**config.mk**
```make
export PLATFORM = sky130hd
export DESIGN_NAME = bram_stream_reader_flat
export DESIGN_NICKNAME = d
export VERILOG_FILES = /design/src/rtl/bram_stream_reader_pkg.sv /design/src/rtl/bram_stream_reader_if.sv /design/src/rtl/bram_stream_reader_skid_fifo.sv /design/src/rtl/bram_stream_reader.sv /design/src/flat_wrapper.sv
export SDC_FILE = /design/constraint.sdc
export NUM_CORES = 1
export LEC_CHECK = 0
export CAP_MARGIN = 20
export CELL_PAD_IN_SITES_DETAIL_PLACEMENT = 0
export CELL_PAD_IN_SITES_GLOBAL_PLACEMENT = 1
export CORE_ASPECT_RATIO = 0.75
export CORE_MARGIN = 5
export CORE_UTILIZATION = 41
export CTS_CLUSTER_SIZE = 30
export DETAILED_ROUTE_END_ITERATION = 10
export HOLD_SLACK_MARGIN = 0.02
export PLACE_DENSITY = 0.91
export RECOVER_POWER = 100
export SLEW_MARGIN = 25
export SYNTH_ARGS = -nofsm -noshare
export SYNTH_HDL_FRONTEND = slang
export SYNTH_SLANG_ARGS = --single-unit
```
**constraint.sdc**
```tcl
create_clock -name clk -period 2.9 [get_ports clk]
set_input_delay 0.58 -clock clk [delete_from_list [all_inputs] [get_ports clk]]
set_output_delay 0.58 -clock clk [all_outputs]
set_load 0.005 [all_outputs]
```
**src/rtl/bram_stream_reader_pkg.sv**
```systemverilog
// Shared types and constants for the BRAM stream reader.
package bram_reader_pkg;

    typedef enum logic [1:0] {
        IDLE,
        RUN,
        DRAIN
    } reader_state_e;

    localparam int unsigned FIFO_DEPTH = 2;

endpackage

```
**src/rtl/bram_stream_reader_if.sv**
```systemverilog
// Command, BRAM port-B and output-stream signals of the reader.
interface bram_stream_reader_if #(
    parameter int unsigned LEN_DATA = 32,
    parameter int unsigned LEN_ADDR = 10
);
    logic                cmd_valid;
    logic                cmd_ready;
    logic [LEN_ADDR-1:0] cmd_addr;
    logic [LEN_ADDR:0]   cmd_len;
    logic                bram_enb;
    logic [LEN_ADDR-1:0] bram_addrb;
    logic [LEN_DATA-1:0] bram_doutb;
    logic                out_valid;
    logic                out_ready;
    logic [LEN_DATA-1:0] out_data;
    logic                out_last;

    modport master (
        input  cmd_valid, cmd_addr, cmd_len, bram_doutb, out_ready,
        output cmd_ready, bram_enb, bram_addrb, out_valid, out_data, out_last
    );

    modport slave (
        output cmd_valid, cmd_addr, cmd_len, bram_doutb, out_ready,
        input  cmd_ready, bram_enb, bram_addrb, out_valid, out_data, out_last
    );
endinterface

```
**src/rtl/bram_stream_reader_skid_fifo.sv**
```systemverilog
// Two-entry {last, data} FIFO that catches BRAM read data while the stream is stalled.
module reader_skid_fifo
    import bram_reader_pkg::*;
#(
    parameter int unsigned LEN_DATA = 32
) (
    input  logic                clk,
    input  logic                resetn,
    input  logic                push,
    input  logic                push_last,
    input  logic [LEN_DATA-1:0] push_data,
    input  logic                pop,
    output logic                head_valid,
    output logic                head_last,
    output logic [LEN_DATA-1:0] head_data,
    output logic [1:0]          occupancy
);
    logic [LEN_DATA:0] mem [FIFO_DEPTH];
    logic              rd_idx;
    logic              wr_idx;
    logic [1:0]        count;
    logic              pop_eff;

    assign pop_eff = pop && (count != 2'd0);

    always_ff @(posedge clk or negedge resetn) begin
        if (!resetn) begin
            for (int unsigned i = 0; i < FIFO_DEPTH; i++) begin
                mem[i] <= '0;
            end
            rd_idx <= 1'b0;
            wr_idx <= 1'b0;
            count  <= '0;
        end else begin
            if (push) begin
                mem[wr_idx] <= {push_last, push_data};
                wr_idx      <= ~wr_idx;
            end
            if (pop_eff) begin
                rd_idx <= ~rd_idx;
            end
            count <= count + {1'b0, push} - {1'b0, pop_eff};
        end
    end

    assign {head_last, head_data} = mem[rd_idx];
    assign head_valid             = (count != 2'd0);
    assign occupancy              = count;
endmodule

```
**src/rtl/bram_stream_reader.sv**
```systemverilog
// Walks BRAM port B for a (base, length) command and streams the words out with valid/ready.
module bram_stream_reader
    import bram_reader_pkg::*;
#(
    parameter int unsigned LEN_DATA = 32,
    parameter int unsigned LEN_ADDR = 10
) (
    input  logic                 clk,
    input  logic                 resetn,
    bram_stream_reader_if.master bus,
    output logic                 busy,
    output logic                 done
);
    localparam logic [LEN_ADDR-1:0] ADDR_ONE = 1;
    localparam logic [LEN_ADDR:0]   CNT_ONE  = 1;

    reader_state_e       state;
    logic [LEN_ADDR-1:0] ptr;
    logic [LEN_ADDR:0]   remaining;
    logic                inflight;
    logic                inflight_last;
    logic                cmd_ready_q;
    logic [1:0]          occ;
    logic                head_valid;
    logic                pop;
    logic                issue;
    logic [2:0]          credit_used;

    // Issue must see this cycle's pop, so the enable is combinational off registered state.
    assign pop         = head_valid && bus.out_ready;
    assign credit_used = {1'b0, occ} + {2'b00, inflight};
    assign issue       = (state == RUN) && (credit_used < (3'd2 + {2'b00, pop}));

    assign bus.bram_enb   = issue;
    assign bus.bram_addrb = ptr;
    assign bus.cmd_ready  = cmd_ready_q;
    assign bus.out_valid  = head_valid;

    reader_skid_fifo #(
        .LEN_DATA(LEN_DATA)
    ) u_fifo (
        .clk       (clk),
        .resetn    (resetn),
        .push      (inflight),
        .push_last (inflight_last),
        .push_data (bus.bram_doutb),
        .pop       (pop),
        .head_valid(head_valid),
        .head_last (bus.out_last),
        .head_data (bus.out_data),
        .occupancy (occ)
    );

    always_ff @(posedge clk or negedge resetn) begin
        if (!resetn) begin
            state         <= IDLE;
            ptr           <= '0;
            remaining     <= '0;
            inflight      <= 1'b0;
            inflight_last <= 1'b0;
            cmd_ready_q   <= 1'b1;
            busy          <= 1'b0;
            done          <= 1'b0;
        end else begin
            done          <= 1'b0;
            inflight      <= issue;
            inflight_last <= issue && (remaining == CNT_ONE);
            if (issue) begin
                ptr       <= ptr + ADDR_ONE;
                remaining <= remaining - CNT_ONE;
            end
            case (state)
                IDLE: begin
                    if (bus.cmd_valid && cmd_ready_q) begin
                        ptr       <= bus.cmd_addr;
                        remaining <= bus.cmd_len;
                        if (bus.cmd_len == '0) begin
                            done <= 1'b1;
                        end else begin
                            state       <= RUN;
                            cmd_ready_q <= 1'b0;
                            busy        <= 1'b1;
                        end
                    end
                end
                RUN: begin
                    if (issue && (remaining == CNT_ONE)) begin
                        state <= DRAIN;
                    end
                end
                DRAIN: begin
                    if (pop && bus.out_last) begin
                        state       <= IDLE;
                        cmd_ready_q <= 1'b1;
                        busy        <= 1'b0;
                        done        <= 1'b1;
                    end
                end
                default: state <= IDLE;
            endcase
        end
    end
endmodule

```
**src/flat_wrapper.sv**
```systemverilog
// flat-port wrapper written by rule: the top's interface ports become plain ports
module bram_stream_reader_flat import bram_reader_pkg::*;
#(
    parameter int unsigned LEN_DATA = 32,
    parameter int unsigned LEN_ADDR = 10
)
  (clk, resetn, busy, done, bus_cmd_valid, bus_cmd_addr, bus_cmd_len, bus_bram_doutb, bus_out_ready, bus_cmd_ready, bus_bram_enb, bus_bram_addrb, bus_out_valid, bus_out_data, bus_out_last);
  bram_stream_reader_if #(.LEN_DATA(LEN_DATA), .LEN_ADDR(LEN_ADDR)) bus_i ();
  input  logic clk;
  input  logic resetn;
  output logic busy;
  output logic done;
  input wire logic [$bits(bus_i.cmd_valid)-1:0] bus_cmd_valid;
  input wire logic [$bits(bus_i.cmd_addr)-1:0] bus_cmd_addr;
  input wire logic [$bits(bus_i.cmd_len)-1:0] bus_cmd_len;
  input wire logic [$bits(bus_i.bram_doutb)-1:0] bus_bram_doutb;
  input wire logic [$bits(bus_i.out_ready)-1:0] bus_out_ready;
  output wire logic [$bits(bus_i.cmd_ready)-1:0] bus_cmd_ready;
  output wire logic [$bits(bus_i.bram_enb)-1:0] bus_bram_enb;
  output wire logic [$bits(bus_i.bram_addrb)-1:0] bus_bram_addrb;
  output wire logic [$bits(bus_i.out_valid)-1:0] bus_out_valid;
  output wire logic [$bits(bus_i.out_data)-1:0] bus_out_data;
  output wire logic [$bits(bus_i.out_last)-1:0] bus_out_last;
  assign bus_i.cmd_valid = bus_cmd_valid;
  assign bus_i.cmd_addr = bus_cmd_addr;
  assign bus_i.cmd_len = bus_cmd_len;
  assign bus_i.bram_doutb = bus_bram_doutb;
  assign bus_i.out_ready = bus_out_ready;
  assign bus_cmd_ready = bus_i.cmd_ready;
  assign bus_bram_enb = bus_i.bram_enb;
  assign bus_bram_addrb = bus_i.bram_addrb;
  assign bus_out_valid = bus_i.out_valid;
  assign bus_out_data = bus_i.out_data;
  assign bus_out_last = bus_i.out_last;
  bram_stream_reader #(.LEN_DATA(LEN_DATA), .LEN_ADDR(LEN_ADDR)) u_core (.clk(clk), .resetn(resetn), .bus(bus_i), .busy(busy), .done(done));
endmodule
```
==> flow_summary.toml, run 1 <==
[outcome]
outcome = "completed"

[clocking]
cts_tree = "done"
numCtsBuffers = 9
root_buffer = "clkbuf_16"
clkLatencyLatePin_ns = 0.33
htreeDepth = 3
postCtsHoldBufs = 0
clock_path_buffers = 2
cts.sinks = 98
cts-resized-gates = 0
clkTransAtPathRegs_ns = 0.07
postCtsSetupRepairBufs = 0

[critical_path]
worstRegToRegCells = 8
cp_data_required_time_ns = 2.32
crit_fanout = 4
worstSetupStartpoint = "bus_out_ready"
endpoint_kind = "output port"
critPathKind = "in -> out"
cp-start-kind = "primary input"
timing.rr.start = "u_core.u_fifo.occupancy[0]"
cp.arrival_ns = 2.12

[place]
hpwl_um = 7064
gp_congestion = 0.7597
placement.io_buffers = 104

[sta]
period_minus_slack_ns = 2.701
setup-violations-final = 0
slew_viol_final = 0
worstMarginPinSlew_ns = 1.333
setup_tns_ns = 0
max_freq_ghz = 0.3702
relSlewSlack = 0.1115
finalHoldViolations = 0
finalCritPeriodShare = 0.9314
clock_skew_ns = 0.008126
rsz0062_at_grt = "false"

[synth]
ys_ff_latch = 98
synth_edf_count = 0
yosysWarnings = 0
syn_nets = 423
ys_seq_area_frac = 0.5407
synth_area_mm2 = 0.004538
ys.flop_type = "dfrtp_1"
yosysUniqueCellTypes = 37
avgSynthCellArea_um2 = 12.64
synthesis.instances = 359
synth-async-reset-ratio = 1.000

[global_route]
antenna_found_initial = 0
grt_use_total = 0.1546
grt_max_degree = 55
grt_pass1_wl_um = 16680
grt_pass1_vias = 3365
grt-ovfl-total = 0

[die]
die_h_um = 101.1
die-area_mm2 = 0.01329
core_mm2 = 0.01086
num_rows = 33
initial_core_util = 0.4179
boundaryPins = 105
die_w_um = 131.5

[power_and_ir_drop]
seqPwrFrac = 0.410
swShare = 0.2587
comb_power_share = 0.244
leakagePower_nw = 2.585
clkPwrFrac = 0.346
internal-power_w = 0.002613
power_per_cell_area_mw_per_mm2 = 585.3
irDropWorstVdd_mv = 0.3596
p_switching_w = 0.0009119

[detailed_routing]
num_vias = 3133
drc = 0
routed_via_density = 5.128
routed_wl_um = 9838
drt_iter0_drc = 129
ant_nets = 0
drtPass1Iterations = 4
wl_per_cell_um = 16.10

[layout]
nNetsFinal = 530
drive_gt1_frac = 0.2633
antenna_cells = 0
post-route-util = 0.5546
nFillCells = 956
final_cell_mix = "97 x mux2_2, 97 x dfrtp_1, 87 x clkdlybuf4s50_1, 26 x nand2_1, 16 x dlygate4sd3_1"
multiInputGateArea_mm2 = 0.001978
area_growth_syn_to_layout_pct = 32.70
seq_area_mm2 = 0.002454

[run]
maxCapViolations = 0

[worst_hold_path]
hp-class = "in -> async"
==> power by group through the flow <==
stage | sequential [W] | clock (W) | combinational [W]
after floorplan | 0.00146 | 0 | 0.000429
after global placement | 0.00147 | 0 | 0.000906
after detailed placement | 0.00148 | 0 | 0.000911
after CTS | 0.00145 | 0.00126 | 0.000916
after global routing | 0.00145 | 0.00133 | 0.000940
final | 0.00145 | 0.00122 | 0.000860
==> per-stage QoR <==
stage	cell area, µm²	worst slack (ns)	total power [W]	hold slack, ns	cells
floorplan	4538	0.8299	0.001888	0.2844	359
global route	6022	0.03617	0.003717	0.5152	611
CTS	6090	0.1606	0.003628	0.2447	611
global placement	5782	0.2508	0.002379	0.4804	595
detailed placement	5782	0.2497	0.002387	0.4868	595
finish	6022	0.1988	0.003525	0.4412	611
==> logic make-up after synthesis <==
kind of cell             Yosys count  share of synthesized area
AND/OR/NAND/NOR                   82                    0.09815
AO/OA/AOI/OAI                     28                    0.03529
adder cells (fa/ha/maj)            7                    0.01930
multiplexers                      99                     0.2457
flip-flops                        98                     0.5407
XOR/XNOR                          21                    0.04053
buffers and inverters             24                    0.02040
==> registers in the layout, indices dropped and copies added, names as in the netlist, 2 cells and up <==
signal and count:
u_core.bus.bram_addrb 10, u_core.state 2, u_core.u_fifo.mem 66, u_core.remaining 11
u_core.u_fifo.occupancy 2
==> routing by layer <==
layer	vias to the layer above	track usage	routed length, µm
met5	-	0	0
met4	0	0.04269	87
met3	7	0.04491	436
met2	59	0.2508	4800
met1	1574	0.2052	4514
li1	1493	-	-
==> area by class of cell <==
class	count	share of cell area
clock buffer	9	0.03740
clock inverter	7	0.01371
inverter	8	0.004986
multi-input combinational	237	0.3285
sequential	98	0.4074
tap	140	0.02909
timing repair buffer	112	0.1789
==> critical path, stage by stage <==
cell and delay [ns]:
dlygate4sd3_1 0.55, o21ai_1 0.13, o21ai_1 0.18, nand2_1 0.08, inv_1 0.07, clkdlybuf4s50_1 0.52
==> worst paths after layout <==
path / to / slack [ns]
hold / removal: u_core.u_fifo.mem[36] / 0.44
max in group asynchronous: u_core.bus.bram_addrb[2] / 0.56
min in group clk: u_core.u_fifo.mem[1] / 0.50
setup / recovery: bus_bram_enb / 0.20
hold reg to reg: u_core.u_fifo.mem[1] / 0.50
setup reg to reg: u_core.bus.bram_addrb[8] / 0.53
==> synthesized netlist by cell type, types with 4 or more instances <==
cell / number / area, µm²
dfrtp_1: 97 / 2427
nor2_1: 9 / 33.78
nand2_1: 26 / 97.59
nand4_1: 5 / 31.28
o21ai_1: 15 / 75.07
buf_1: 4 / 15.01
nor4_1: 7 / 43.79
nand3_1: 15 / 75.07
xor2_1: 9 / 78.83
inv_1: 8 / 30.03
nor3_1: 5 / 25.02
ha_1: 7 / 87.58
mux2_2: 98 / 1104
clkbuf_1: 10 / 37.54
xnor2_1: 12 / 105.1
No activity file was read; power rests on OpenSTA's default activity.
==> run 2, diff against run 1 <==
--- a/config.mk
+++ b/config.mk
@@ -9,7 +9,7 @@
 export CELL_PAD_IN_SITES_DETAIL_PLACEMENT = 0
 export CELL_PAD_IN_SITES_GLOBAL_PLACEMENT = 1
 export CORE_ASPECT_RATIO = 0.75
-export CORE_MARGIN = 5
+export CORE_MARGIN = 4
 export CORE_UTILIZATION = 41
 export CTS_CLUSTER_SIZE = 30
 export DETAILED_ROUTE_END_ITERATION = 10
==> flow_summary.toml, run 2 (synthesis results as in run 1) <==
[sta]
max_freq_ghz = 0.3620
clock_skew_ns = 0.004153
setup_tns_ns = 0
finalCritPeriodShare = 0.9526
worstMarginPinSlew_ns = 1.241
setup-violations-final = 0
rsz0062_at_grt = "false"
period_minus_slack_ns = 2.763
finalHoldViolations = 0
slew_viol_final = 0
relSlewSlack = 0.1728

[outcome]
outcome = "completed"

[global_route]
grt_max_degree = 52
grt_pass1_wl_um = 16370
grt-ovfl-total = 0
grt_pass1_vias = 3358
grt_use_total = 0.1590
antenna_found_initial = 0

[layout]
largest_reg_flops = 66
nNetsFinal = 531
drive_gt1_frac = 0.2585
final_cell_mix = "97 x dfrtp_1, 96 x mux2_2, 70 x clkdlybuf4s50_1, 33 x dlygate4sd3_1, 26 x nand2_1"
antenna_cells = 0
regMostFlops = "u_core.u_fifo.mem"
post-route-util = 0.5702
final_cells = 608
layout_commonest_cell = "dfrtp_1"
area_growth_syn_to_layout_pct = 32.31

[die]
die-area_mm2 = 0.01283
core_mm2 = 0.01053
num_rows = 32
initial_core_util = 0.4310
die_h_um = 99.11
boundaryPins = 105
die_w_um = 129.5

[clocking]
cts_tree = "done"
htreeDepth = 3
cts.sinks = 98
clkLatencyLatePin_ns = 0.33
root_buffer = "clkbuf_16"
postCtsSetupRepairBufs = 0
cts-resized-gates = 0
clkTransAtPathRegs_ns = 0.06
clock_path_buffers = 2
postCtsHoldBufs = 0
numCtsBuffers = 9

[detailed_routing]
drtPass1Iterations = 4
wl_per_cell_um = 16.35
ant_nets = 0
drc = 0
routed_wl_um = 9943
drt_iter0_drc = 117
num_vias = 3146
routed_via_density = 5.174

[place]
hpwl_um = 7147
dp_cells = 592
placement.io_buffers = 104
gp_congestion = 0.8144

[worst_hold_path]
hp-class = "in -> async"

[power_and_ir_drop]
seqPwrFrac = 0.418
irDropWorstVdd_mv = 0.3645
power_per_cell_area_mw_per_mm2 = 574.2
leakagePower_nw = 2.622
swShare = 0.2529
internal-power_w = 0.002576
comb_power_share = 0.243
clkPwrFrac = 0.338
p_switching_w = 0.0008722

[critical_path]
worstSetupStartpoint = "u_core.u_fifo.rd_idx"
cp_data_required_time_ns = 2.32
crit_fanout = 22
cp.arrival_ns = 2.18
cp-start-kind = "flop"
timing.rr.start = "u_core.inflight"
critPathKind = "reg -> out"
endpoint_kind = "output port"

[run]
maxCapViolations = 0
==> run 2: cell types whose count changed in the layout (fill, tap and decap cells not counted), moves of 3 or more <==
cell,before,now
inv_6,3,0
dlygate4sd3_1,16,33
clkbuf_8,0,4
clkdlybuf4s50_1,87,70
==> run 2: worst max-delay path, stage by stage, from the launching register on <==
cell and delay, ns:
dfrtp_1 0.34, clkbuf_2 0.51, mux2_2 0.41, dlygate4sd3_1 0.58
==> run 2: through the flow <==
| step | setup WS [ns] | hold slack (ns) | total power (W) | area, µm² |
|---|---|---|---|---|
| 3_5_place_dp | 0.2636 | 0.4878 | 0.002383 | 5772 |
| 6_report | 0.1375 | 0.4938 | 0.003448 | 6005 |
| 5_1_grt | 0.04139 | 0.5157 | 0.003615 | 6005 |
| 3_3_place_gp | 0.2893 | 0.4810 | 0.002371 | 5772 |
| 2_1_floorplan | 0.8299 | 0.2844 | 0.001888 | 4538 |
| 4_1_cts | 0.1848 | 0.2786 | 0.003574 | 6073 |
==> run 2: layout make-up <==
type | count | area, µm²
clock inverter | 3 | 21.27
tap | 136 | 170.2
inverter | 8 | 30.03
multi-input combinational | 237 | 1971
fill | 869 | 4526
sequential | 98 | 2454
clock buffer | 13 | 280.3
timing repair buffer | 113 | 1079
==> run 2: power by group through the flow <==
stage	clock [W]	sequential (W)	combinational (W)
floorplan	0	0.00146	0.000429
global placement	0	0.00147	0.000906
detailed placement	0	0.00147	0.000915
CTS	0.00121	0.00144	0.000922
global route	0.00126	0.00145	0.000908
finish	0.00117	0.00144	0.000839
==> run 2: final timing paths <==
check / end / slack [ns] / cells after the start
max: bus_out_data[12] / 0.14 / 3
min: u_core.bus.bram_addrb[8] / 0.49 / 1
max reg2reg: u_core.u_fifo.mem[44] / 0.41 / 4
min reg2reg: u_core.u_fifo.mem[22] / 0.50 / 1
max in group asynchronous: u_core.inflight_last / 0.56 / 2
min in group clk: u_core.u_fifo.mem[22] / 0.50 / 1
==> run 2: routing by layer <==
| layer | part of all wire | wire (µm) | global-route usage |
|---|---|---|---|
| met1 | 0.46 | 4614 | 0.2107 |
| met2 | 0.49 | 4826 | 0.2651 |
| met3 | 0.041 | 405 | 0.03811 |
| met4 | 0.0097 | 96 | 0.03834 |
| met5 | 0 | 0 | 0 |
